### config.mk
export PLATFORM = sky130hd
export DESIGN_NAME = psg_bus_arbiter
export DESIGN_NICKNAME = d
export VERILOG_FILES = /design/src/rtl/psg_bus_arbiter.sv
export SDC_FILE = /design/constraint.sdc
export NUM_CORES = 1
export LEC_CHECK = 0
export CORE_MARGIN = 5
export CORE_UTILIZATION = 27
export CTS_CLUSTER_SIZE = 16
export DETAILED_ROUTE_END_ITERATION = 16
export DONT_BUFFER_PORTS = 1
export GPL_TIMING_DRIVEN = 0
export SLEW_MARGIN = 15
export SYNTH_ARGS = -nofsm -noshare
export SYNTH_HDL_FRONTEND = slang
export SYNTH_SLANG_ARGS = --single-unit
### constraint.sdc
create_clock -name CLK -period 2.95 [get_ports CLK]
set_clock_uncertainty 0.1 [all_clocks]
set_input_delay 0.59 -clock CLK [delete_from_list [all_inputs] [get_ports CLK]]
set_output_delay 0.59 -clock CLK [all_outputs]
set_load 0.01 [all_outputs]
### src/rtl/psg_bus_arbiter.sv
// psg_bus_arbiter: round-robin sharing of the YM2149 register bus between two requesters.
module psg_bus_arbiter #(
   parameter int PHASE_CYCLES = 2
) (
   input  logic       CLK,
   input  logic       RESET_N,
   input  logic       req0_valid,
   output logic       req0_ready,
   input  logic       req0_wr,
   input  logic [3:0] req0_addr,
   input  logic [7:0] req0_data,
   output logic       rsp0_valid,
   output logic [7:0] rsp0_data,
   input  logic       req1_valid,
   output logic       req1_ready,
   input  logic       req1_wr,
   input  logic [3:0] req1_addr,
   input  logic [7:0] req1_data,
   output logic       rsp1_valid,
   output logic [7:0] rsp1_data,
   output logic       psg_bdir,
   output logic       psg_bc,
   output logic [7:0] psg_di,
   input  logic [7:0] psg_do,
   output logic       busy
);
   typedef enum logic [2:0] {IDLE, ADDR, GAP1, DATA, GAP2} state_t;
   localparam logic [3:0] LAST = 4'(PHASE_CYCLES - 1);
   state_t     state, state_nx;
   logic [3:0] cnt, cnt_nx;
   logic       last_grant, gid, go, cap, id_q, wr_q;
   logic [3:0] addr_q;
   logic [7:0] data_q;
   always_comb begin
      go = req0_valid | req1_valid;
      gid = (req0_valid & req1_valid) ? ~last_grant : req1_valid;
      cap = state == GAP2 && cnt == LAST && !wr_q;
      state_nx = state;
      cnt_nx = cnt - 4'd1;
      if (state == IDLE) begin
         cnt_nx = go ? LAST : cnt;
         state_nx = go ? ADDR : IDLE;
      end else if (cnt == 4'd0) begin
         cnt_nx = LAST;
         state_nx = (state == GAP2) ? IDLE : state_t'(state + 3'd1);
      end
   end
   always_ff @(posedge CLK or negedge RESET_N) begin
      if (!RESET_N) begin
         state <= IDLE;
         cnt <= 4'd0;
      end else begin
         state <= state_nx;
         cnt <= cnt_nx;
      end
   end
   // Pins follow the state register by one clock, so ADDR appears the cycle after the ready pulse.
   always_ff @(posedge CLK or negedge RESET_N) begin
      if (!RESET_N) begin
         last_grant <= 1'b1;
         id_q <= 1'b0;
         wr_q <= 1'b0;
         addr_q <= 4'h0;
         data_q <= 8'h00;
         req0_ready <= 1'b0;
         req1_ready <= 1'b0;
         rsp0_valid <= 1'b0;
         rsp1_valid <= 1'b0;
         rsp0_data <= 8'h00;
         rsp1_data <= 8'h00;
         psg_bdir <= 1'b0;
         psg_bc <= 1'b0;
         psg_di <= 8'h00;
         busy <= 1'b0;
      end else begin
         req0_ready <= state == IDLE && go && !gid;
         req1_ready <= state == IDLE && go && gid;
         if (state == IDLE && go) begin
            id_q <= gid;
            wr_q <= gid ? req1_wr : req0_wr;
            addr_q <= gid ? req1_addr : req0_addr;
            data_q <= gid ? req1_data : req0_data;
            last_grant <= gid;
         end
         psg_bdir <= state == ADDR || (state == DATA && wr_q);
         psg_bc <= state == ADDR || (state == DATA && !wr_q);
         psg_di <= state == ADDR ? {4'h0, addr_q} :
                   state == GAP1 ? psg_di :
                   (state == DATA && wr_q) ? data_q : 8'h00;
         busy <= state != IDLE;
         rsp0_valid <= cap && !id_q;
         rsp1_valid <= cap && id_q;
         if (cap && !id_q) rsp0_data <= psg_do;
         if (cap && id_q) rsp1_data <= psg_do;
      end
   end
endmodule

# Word-level counts from Yosys, hierarchy flattened
# Cells that the tools add are included.
word_totals:
  inputBits: 38
  wordCells: 61
  output_inout_bits: 31
  regBits: 53
op_classes:
  n_eq_ne: 7
  muxes: 14
  n_reduce_logical: 18
  addsub: 2
  bitwise: 3
ops:
  columns: ["cell", "count"]
  rows:
  - ["$mux 8", 4]
  - ["$mux 4", 4]
  - ["$logic_and 1x1->1", 9]
  - ["$mux 3", 3]
  - ["$eq 3x2->1 const B", 2]
  - ["$eq 4x1->1 const B", 1]
  - ["$logic_not 4->1", 1]
  - ["$ne 2x2->1 const B", 2]
  - ["$sub 4x1->4 const B", 1]
  - ["$add 3x1->3 const B", 1]
  - ["$eq 3x1->1 const B", 1]
  - ["$eq 3x3->1 const B", 1]
  - ["$logic_not 1->1", 3]
  - ["$logic_not 3->1", 1]
  - ["$mux 1", 3]
  - ["$reduce_bool 3->1", 1]
  - ["$logic_or 1x1->1", 2]
  - ["$reduce_bool 2->1", 1]
  - ["$and 1x1->1", 1]
  - ["$not 1->1", 1]
  - ["$or 1x1->1", 1]

# Longest topological paths before layout
logic_depth:
  word_depth: 5
  depth_mapped: 8
  ltp_nobuf: 6

# Worst setup path after synthesis
# No wires, ideal clock.
synth_path:
  path_kind: "reg-to-reg"
  startpoint: "register state[0]"
  endpoint: "register addr_q[0]"
  period_less_slack_ns: 2.045
  t_arrival_ns: 1.819
  path_stages_with_launch: 9
  path_buffers: 3
  setup_time_ns: 0.126
  setup_slack_ns: 0.905
  required_time_ns: 2.724
  path_cell_list: "dfrtp_1 inv_1 ha_1 and2b_2 clkbuf_1 and3_1 clkbuf_1 buf_2 a221o_1"
synth_via:
  elab_chain_len: 2
synth_rtl:
  columns: ["item", "line", "text"]
  rows:
  - ["start: declaration", "29", "state_t state, state_nx;"]
  - ["start signal: assignment", "53", "state <= state_nx;"]
  - ["$logic_not 3->1", "78", "if (state == IDLE && go) begin"]
  - ["$logic_and 1x1->1", "78", null]
  - ["end signal: assignment", "81", "addr_q <= gid ? req1_addr : req0_addr;"]
  - ["end: declaration", "32", "logic [3:0] addr_q;"]
# Every way passes these cells.
# A chain may end at the register's enable or synchronous reset.

# Worst setup path in the final report
# Ends and elaborated chain as after synthesis.

==> results summary <==
The type of element capturing the critical path is a register. The share of cells above drive strength 1 came out at a little under a fifth. The initial core utilization is 27.6%. The post-cts resize count came out at 0. The met1 global-route usage is 13.5%. The vias after detailed routing came out at 1453. The total number of placement rows came out at 33.

The number of detailed-route iterations in the first pass is 4. The analysis attributes to cell leakage a power of 1.18 nW. Global routing used 17.7% of the available met2 tracks.

The clock tree root driver cell is sky130_fd_sc_hd__clkbuf_8. The x dimension of the die came out at between 100 and 150 um. The count of buffers inserted at the top-level ports is 0. Setup slack on the worst reg-to-reg path comes out at roughly 0.45 ns. For this run the aggregate overflow at the end of global routing stands at 0. Summing all flip-flop and latch instances after layout gives between 1000 and 1500 um2.

Dividing the detail-routed wire length by the instance count gives 18.9 um. For met3 alone, demand over resource in global routing was 4.61%. The final hold violation count came out at 0. The required arrival time at the worst endpoint is 3.04 ns. In this run the critical register-to-register path is launched from state[0]$_DFFE_PN0P_. The total number of clock tree sinks came out at 53. The synthesized cell area is 2270 um2. The first element of the critical path is state[0]$_DFFE_PN0P_. The number of cell instances on the worst register-to-register path is 7. The reg-to-reg critical path endpoint is addr_q[0]$_DFFE_PN0P_. Dividing the detail-routed via count by the number of cells gives a little over 5. The sequential fraction of the synthesis area came out at 58.6%. The clock buffer count from CTS came out at 5. The initial antenna violation count was 0. The library cells used most frequently in the layout, excluding fill and tap cells, are sky130_fd_sc_hd__dfrtp_1, sky130_fd_sc_hd__mux2_2, sky130_fd_sc_hd__and3_1, sky130_fd_sc_hd__a221o_1, sky130_fd_sc_hd__clkbuf_1. In the post-route analysis, the smallest setup slack over all paths is 0.446 ns. The detailed placer's ending HPWL came out at slightly below 4000 um.

For the final routed database, the setup TNS stands at 0 ns. The headroom to the max-slew limit came out at 59.7%. The cell area after layout came out at about 2600 um2. The post-synthesis instance total came out at 173. From bottom edge to top edge, the die measures just over 100 um. Timing analysis after detailed placement gives a worst setup slack of 0.452 ns. The number of global-route vias before repair is 1631. Setup repair after global routing left no endpoint under its margin. The final number of max-transition violations is 0. After layout, the worst path uses 84.9% of the clock period.

The post-synth net total is 216. The worst-margin pin slew is roughly 0.6 ns. The number of H-tree levels is 2.

In this run the post-CTS setup repair buffer count came out at 0. The total global routing track utilization came out at 11.0%. The clock latency at the later pin of the worst-skew pair is a little over 0.3 ns. The total power divided by cell area came out at 1020 nW/um2. In the routed design, unresolved DRC markers number 0. The synthesis-to-layout area growth came out at 13.4%. The final wirelength is approximately 5400 um.

Dividing the synthesized area by the synthesized cell count gives 13.1 um2. The I/O pin count came out at just under 70. The count of different cell masters after synthesis came out at 39.

The number of nets still failing antenna checks after routing came out at 0. VDD sags by at most 266 uV. The final critical path time including I/O delays and setup came out at 2.50 ns. The number of failing setup endpoints in the final timing report came out at 0. The biggest fanout along the worst timing path came out at 10.

The placeable core region came out at approximately 8200 um2. The maximum clock path buffer count came out at 2. Hold timing on the final database bottoms out at a slack of approximately 0.013 ns. The class of the tightest hold or removal check is input port to asynchronous set/reset pin. The final layout contains between 200 and 250 nets.

The worst setup path is launched from a register. Leaving out fill and tap cells, the most frequent cell in the layout is sky130_fd_sc_hd__dfrtp_1. The global routing stage identified its most utilized layer as met2. The flow ran to the end, and the final reports show no timing, DRC or antenna violations. The multi-input combinational cells in the finished layout cover a total of 873 um2. By startpoint and endpoint, the worst setup path is classified as register to register. The repair_antennas step left the layout with diodes totalling 0. The max-cap violation count is 0. The number of flip-flops and latches in the synthesized netlist came out at 53. TritonCTS built the clock tree. The fmax is 399 MHz. The number of filler cells placed in the layout came out at about 830.

The maximum number of pins on one net before global-route repair came out at 53. The first-pass GRT wire length is 8650 um. At the end of routability-driven placement, the weighted congestion stood at approximately 0.75.

The arrival time at the worst endpoint is 2.59 ns. The initial detailed-routing violation count is 66. The area of the die came out at 10300 um2.

The area after detailed placement is about 2400 um2. The total number of yosys warnings is 0. After clock tree synthesis, the clock-pin slew on the worst setup and hold paths is roughly 0.10 ns.
area by class of cell:
class | count | area share, %
clock inverter | 3 | 2.53
inverter | 6 | 0.877
buffer | 9 | 1.66
timing repair buffer | 2 | 1.46
clock buffer | 5 | 2.68
multi-input combinational | 105 | 34.0
tap | 105 | 5.11
sequential | 53 | 51.7
state kept, by name, indices dropped and copies added, names as in the netlist, 3 cells and up:
signal and count:
data_q 8, psg_di 8, rsp0_data 8, rsp1_data 8, addr_q 4, cnt 4, state 3
synth_stat cells (all sizes together):
cell type / instances / area share (%)
a221o: 13 / 5.7
nor4b: 1 / 0.39
nor3b: 1 / 0.55
nand2: 5 / 0.83
or4b: 2 / 1.0
o221ai: 1 / 0.39
a21boi: 2 / 0.66
nand4: 4 / 1.1
xnor2: 1 / 0.39
and2: 1 / 0.28
a2bb2oi: 4 / 1.5
o211ai: 1 / 0.33
o31ai: 1 / 0.33
o21ai: 4 / 0.88
nor3: 3 / 1.7
ha: 5 / 2.8
nor4: 1 / 0.28
and3b: 1 / 0.39
and3: 14 / 3.9
dfrtp: 52 / 57
inv: 6 / 0.99
o22ai: 1 / 0.28
mux2i: 1 / 0.44
a22o: 5 / 1.9
buf: 2 / 0.72
or4: 1 / 0.33
a21oi: 5 / 1.1
nand2b: 3 / 0.83
dfstp: 1 / 1.2
and2b: 2 / 0.77
a21o: 2 / 0.66
nor2: 3 / 0.50
clkbuf: 7 / 1.2
mux2: 16 / 8.0
nand3b: 1 / 0.33
layer usage:
layer	share of wire, %	routed length (um)
met1	42	2300
met2	49	2650
met3	7.7	418
met4	1.2	63
met5	0	0
power by group:
part	leakage, nW	internal (mW)	total [mW]	switching (mW)
logic	0.441	0.365	0.769	0.404
registers	0.676	1.00	1.27	0.267
clock network	0.0681	0.337	0.576	0.239
worst max-delay path by stage:
stage                                       end  slack [ns]  cells after the start
after global placement     state[0]$_DFFE_PN0P_        0.45                      7
after CTS                 addr_q[0]$_DFFE_PN0P_        0.42                      7
final                     addr_q[0]$_DFFE_PN0P_        0.45                      7
after floorplan           addr_q[0]$_DFFE_PN0P_        0.90                      8
after global routing         cnt[1]$_DFFE_PN0P_        0.22                      8
after detailed placement   state[0]$_DFFE_PN0P_        0.45                      7
critical path, stage by stage (launching register included):
cell and delay [ns]:
sky130_fd_sc_hd__dfrtp_1 0.42, sky130_fd_sc_hd__inv_1 0.14, sky130_fd_sc_hd__ha_1 0.31, sky130_fd_sc_hd__and2b_2 0.18, sky130_fd_sc_hd__clkbuf_1 0.26, sky130_fd_sc_hd__o21ai_1 0.28, sky130_fd_sc_hd__clkbuf_1 0.33, sky130_fd_sc_hd__a221o_1 0.36
what timing repair did:
item / 4_1_cts / 5_1_grt
endpoints found under the setup margin: 0 / 0
hold endpoints to repair: 52 / 0
hold buffers: 2 / 0
kinds of logic (layout without fill, tap and decap cells):
logic type | Yosys count | count (layout) | synth area share, %
DFF | 53 | 53 | 58.6
adders and majority gates | 5 | 5 | 2.76
buffers and inverters | 15 | 25 | 2.87
AOI/OAI and AO/OA | 39 | 39 | 13.9
xor gates and xnor gates | 1 | 1 | 0.387
muxes | 17 | 17 | 8.39
and+or+nand+nor | 43 | 43 | 13.1
metrics by stage:
| step | std cells | total power, mW | utilization [%] |
|---|---|---|---|
| 4_1_cts | 288 | 2.65 | 31.3 |
| 3_3_place_gp | 278 | 2.01 | 29.2 |
| 5_1_grt | 288 | 2.80 | 31.3 |
| 6_report | 288 | 2.61 | 31.3 |
| 3_5_place_dp | 278 | 2.05 | 29.2 |
| 2_1_floorplan | 173 | 1.82 | - |
Power figures use the tool's default switching activity.
